<file path="src/rtl/gray_burst_arbiter.sv">
// Two-requester round-robin arbiter that runs one burst at a time on a shared 3-bit Gray counter.
// Each burst is an optional clear, Len step cycles and a finish cycle. The finish cycle reports Result, owner and wrap status.
module gray_burst_arbiter (
   input  logic       Clk,
   input  logic       Reset,
   input  logic       Req0,
   input  logic       Req1,
   input  logic [3:0] Len0,
   input  logic [3:0] Len1,
   input  logic       Clr0,
   input  logic       Clr1,
   input  logic [2:0] CntValue,
   output logic       Gnt0,
   output logic       Gnt1,
   output logic       CntEn,
   output logic       CntClr,
   output logic       Busy,
   output logic       Done,
   output logic       DoneId,
   output logic [2:0] Result,
   output logic       Wrapped
);

   localparam int unsigned LEN_W = 4;
   localparam int unsigned CNT_W = 3;
   localparam logic [CNT_W-1:0] WRAP_VAL = CNT_W'(3'b100);

   typedef enum logic [1:0] {S_IDLE, S_CLEAR, S_STEP, S_FINISH} state_t;

   state_t             r_state;
   logic               r_prio;
   logic               r_id;
   logic               r_flag;
   logic [LEN_W-1:0]   r_rem;
   logic               r_cnt_en;
   logic               r_cnt_clr;
   logic               r_busy;
   logic               r_done;
   logic               r_done_id;
   logic [CNT_W-1:0]   r_result;
   logic               r_wrapped;

   logic               w_grant;
   logic               w_win;
   logic [LEN_W-1:0]   w_len;
   logic               w_clr;

   // Grant is decided in the IDLE cycle itself so a burst can start in the Done cycle.
   assign w_grant = !Reset && (r_state == S_IDLE) && (Req0 || Req1);
   assign w_win   = (Req0 && Req1) ? r_prio : Req1;
   assign w_len   = w_win ? Len1 : Len0;
   assign w_clr   = w_win ? Clr1 : Clr0;

   assign Gnt0    = w_grant && !w_win;
   assign Gnt1    = w_grant && w_win;
   assign CntEn   = r_cnt_en;
   assign CntClr  = r_cnt_clr;
   assign Busy    = r_busy;
   assign Done    = r_done;
   assign DoneId  = r_done_id;
   assign Result  = r_result;
   assign Wrapped = r_wrapped;

   always_ff @(posedge Clk) begin
      if (Reset) begin
         r_state   <= S_IDLE;
         r_prio    <= 1'b0;
         r_id      <= 1'b0;
         r_flag    <= 1'b0;
         r_rem     <= '0;
         r_cnt_en  <= 1'b0;
         r_cnt_clr <= 1'b0;
         r_busy    <= 1'b0;
         r_done    <= 1'b0;
         r_done_id <= 1'b0;
         r_result  <= '0;
         r_wrapped <= 1'b0;
      end else begin
         r_done <= 1'b0;
         unique case (r_state)
            S_IDLE: begin
               if (w_grant) begin
                  r_id   <= w_win;
                  r_prio <= !w_win;
                  r_rem  <= w_len;
                  r_flag <= 1'b0;
                  r_busy <= 1'b1;
                  if (w_clr) begin
                     r_state   <= S_CLEAR;
                     r_cnt_clr <= 1'b1;
                  end else if (w_len != '0) begin
                     r_state  <= S_STEP;
                     r_cnt_en <= 1'b1;
                  end else begin
                     r_state <= S_FINISH;
                  end
               end
            end
            S_CLEAR: begin
               r_cnt_clr <= 1'b0;
               if (r_rem != '0) begin
                  r_state  <= S_STEP;
                  r_cnt_en <= 1'b1;
               end else begin
                  r_state <= S_FINISH;
               end
            end
            S_STEP: begin
               // The counter passes 100->000 on the step taken while it shows 100.
               if (CntValue == WRAP_VAL) r_flag <= 1'b1;
               if (r_rem == LEN_W'(1)) begin
                  r_state  <= S_FINISH;
                  r_cnt_en <= 1'b0;
               end else begin
                  r_rem <= r_rem - LEN_W'(1);
               end
            end
            S_FINISH: begin
               r_state   <= S_IDLE;
               r_busy    <= 1'b0;
               r_done    <= 1'b1;
               r_result  <= CntValue;
               r_done_id <= r_id;
               r_wrapped <= r_flag;
            end
            default: begin
               r_state <= S_IDLE;
            end
         endcase
      end
   end

endmodule

</file>
<file path="config.mk">
export PLATFORM = sky130hd
export DESIGN_NAME = gray_burst_arbiter
export DESIGN_NICKNAME = d
export VERILOG_FILES = /design/src/rtl/gray_burst_arbiter.sv
export SDC_FILE = /design/constraint.sdc
export NUM_CORES = 1
export LEC_CHECK = 0
export CAP_MARGIN = 15
export CELL_PAD_IN_SITES_DETAIL_PLACEMENT = 0
export CELL_PAD_IN_SITES_GLOBAL_PLACEMENT = 2
export CORE_MARGIN = 3
export CORE_UTILIZATION = 27
export CTS_CLUSTER_SIZE = 40
export DETAILED_ROUTE_END_ITERATION = 10
export PLACE_DENSITY_LB_ADDON = 0.1
export SYNTH_ARGS = -nofsm -noshare
export SYNTH_HDL_FRONTEND = slang
export SYNTH_SLANG_ARGS = --single-unit
</file>
<file path="constraint.sdc">
create_clock -name Clk -period 1.8 [get_ports Clk]
set_input_delay 0.27 -clock Clk [delete_from_list [all_inputs] [get_ports Clk]]
set_output_delay 0.27 -clock Clk [all_outputs]
set_load 0.005 [all_outputs]
</file>
==> out/metrics.cfg <==
[finish]
multi_input_area_um2=632
fin_cells=208
nFillCells=373
drive_gt1_share_pct=22.8
syn2layout_area_growth_pct=48.0
regArea_um2=362
fin_util_pct=43.7
diodes=0
num-nets-final=189

[sta]
max_freq_mhz=576
tns_ns=0
setup_violations=0
min_period_ns=1.74
slew_violations=0
slew_headroom_pct=76.8
holdWs_ns=0.464
hold_viol=0
worst_pin_slew_ns=0.347
fin_skew_ns=0.00781
fin_crit_sh_pct=96.5

[yosys]
yosysWarnings=0
syn_area_um2=1030
yosysUniqueCellTypes=36
yosys.area_share.simple_pct=16.6
avgSynthCellArea_um2=8.82
synth_seq_area_share_pct=34.9
synth-seq-cells=18
synth_adder_area_share_pct=9.70
synth_top_area_share_pct=34.9
synth.area.mux_share_pct=11.0
synthCells=117
synth_top_family_by_area=compound AO/OA/AOI/OAI gates
synth_xor_area_share_pct=0
synth_nets=142
synth_compound_area_share_pct=23.2
yosysTopAreaCell=dfxtp_1
yosys-top-cells-area=dfxtp_1 35%, ha_1 9.7%, mux2i_1 7.8%

[placed_design]
dp.cells=201
hpwl_um=2160
io_buffers=27
gp_congestion=0.826

[drt]
via_per_inst=4.78
drc=0
antenna_left=0
drt_iter0_drc=34
num_vias=995
wl_per_cell_um=13.5
routed_wl_um=2800
dr.pass1.iters=4

[min_path]
hold_path.class=reg2reg

[cts]
cts_tree=built
clk_pin_slew_ns=0.07
clock_latency_ns=0.25
cts_sinks=18
cts-buffers-inserted=3
h-tree-depth=1
clockBufferDepth=2
postCtsHoldBufs=0
root_buffer=clkbuf_8

[job]
maxCapViolations=0

[power]
power_leakage_nw=0.644
total_power_mw=1.85
power.density_nw_per_um2=1210
irDropWorstVdd_v=0.000415

[setup_path]
reg2reg_depth=6
cpPeakStageDelay_ns=0.44
crit_end=CntEn
crit_path_end_kind=register
cp.required_ns=1.93
crit_path_top_delay_cell=or4b_1
worst-setup-path-type=reg2reg
crit_path_cell_trace=inv_1, ha_2, o211ai_1, buf_4, o2111ai_1, or4b_1
worstPathMaxFanout=9
reg2reg_to=CntEn
startpoint=r_state[0]
r2r-start=r_state[0]
cp.arrival_ns=1.87
rrSetupSlack_ns=0.06
timing.critical_path.from_type=register

[global_route]
grt_pass1_wl_um=4510
grt_max_degree=16
grt_pass1_vias=1009
antenna_found_initial=0
globalRouteOverflowTotal=0
grt_usage_pct=13.0

[outcome]
status=finished, final reports clean

[floorplan]
die_h_um=67.8
num_rows=21
core_um2=3490
ioPinCount=28
die_area_um2=4600
die_x_um=67.8
start_util_pct=29.5

how the worst min path moves through the flow:
stage                     start    to  cells after the start
after floorplan           Reset  Done                      1
after global placement     r_id  r_id                      1
after detailed placement   r_id  r_id                      1
after CTS                  Busy  Busy                      2
after global routing       r_id  r_id                      1
final                      Busy  Busy                      2
layout make-up:
class                           count  area share [%]
Clock buffer                        3            2.70
Sequential cell                    18            23.7
Multi-Input combinational cell     87            41.4
Tap cell                           46            3.77
Inverter                            8            1.97
Timing Repair Buffer               46            26.5
power breakdown:
part	switching (mW)	internal [mW]	total, mW
Sequential	0.0628	0.491	0.554
Combinational	0.498	0.510	1.01
Clock	0.135	0.149	0.283
logic make-up (layout without fill, tap and decap cells):
family | Yosys count | in the layout
AND/OR/NAND/NOR | 35 | 35
AO/OA/AOI/OAI | 33 | 33
adder cells (fa/ha/maj) | 8 | 8
buffers and inverters | 12 | 57
flip-flops | 18 | 18
multiplexers | 11 | 11
cells in the mapped netlist:
cell / number
nand3_1: 1
nor3_1: 3
mux2i_1: 8
buf_2: 2
mux2_2: 3
dfxtp_1: 18
o211ai_1: 3
or4b_1: 1
a22oi_1: 1
a221oi_1: 2
inv_1: 6
a31o_2: 1
o211a_1: 1
o22a_1: 1
o21ai_0: 5
and2_1: 1
nand2b_1: 1
o2111ai_1: 1
a32o_1: 2
nor2b_1: 2
inv_2: 2
nor4_1: 3
nand2_1: 9
or3_1: 1
a2bb2oi_1: 1
a21oi_1: 7
ha_1: 8
nor2_1: 10
a31oi_1: 3
a32oi_1: 1
nor2_2: 1
a21o_1: 3
nand4_1: 1
nand3b_1: 1
clkbuf_1: 2
o21ai_4: 1
through the flow:
step	worst slack (ns)	cell area, µm²
3_5_place_dp	-0.230	1460
4_1_cts	0.0270	1500
3_3_place_gp	-0.245	1460
2_1_floorplan	0.112	1030
5_1_grt	-0.0117	1530
6_report	0.0634	1530
what timing repair did:
item / 4_1_cts / 5_1_grt
pin swaps: 2 / 3
buffers inserted: 1 / 3
gates resized for setup: 2 / 10
endpoints found under the setup margin: 2 / 6
worst max-delay path, delay by kind of cell (launching register included):
family | cells | cell delay (ns)
DFF | 1 | 0.32
AOI/OAI and AO/OA | 2 | 0.34
buffers and inverters | 2 | 0.32
and+or+nand+nor | 1 | 0.44
adders and majority gates | 1 | 0.20
state kept, by name (all words and copies together) (netlist names):
name,cells
r_id,1
Wrapped,1
r_state,2
r_rem,4
r_prio,1
Busy,1
CntClr,1
Result,3
r_flag,1
Done,1
DoneId,1
CntEn,1
placed cells by master, fill, tap and decap left out, types with 2 or more instances in the layout:
cell / count
a21o_1: 3
a21oi_1: 7
a221oi_1: 2
a31oi_1: 3
buf_4: 19
clkbuf_2: 2
clkbuf_8: 3
clkdlybuf4s50_1: 24
dfxtp_1: 17
ha_1: 7
inv_1: 5
inv_2: 3
mux2_2: 3
mux2i_1: 7
nand2_1: 9
nor2_1: 10
nor2b_1: 2
nor3_1: 3
nor4_1: 3
o211ai_1: 3
o21ai_0: 5
layer usage:
metal	wire (µm)	GRT usage [%]	vias up
met1	1350	16.1	462
met2	1320	21.6	14
met5	0	0	-
met3	112	3.45	2
li1	-	-	517
met4	16	4.47	0
Power figures use the tool's default switching activity.
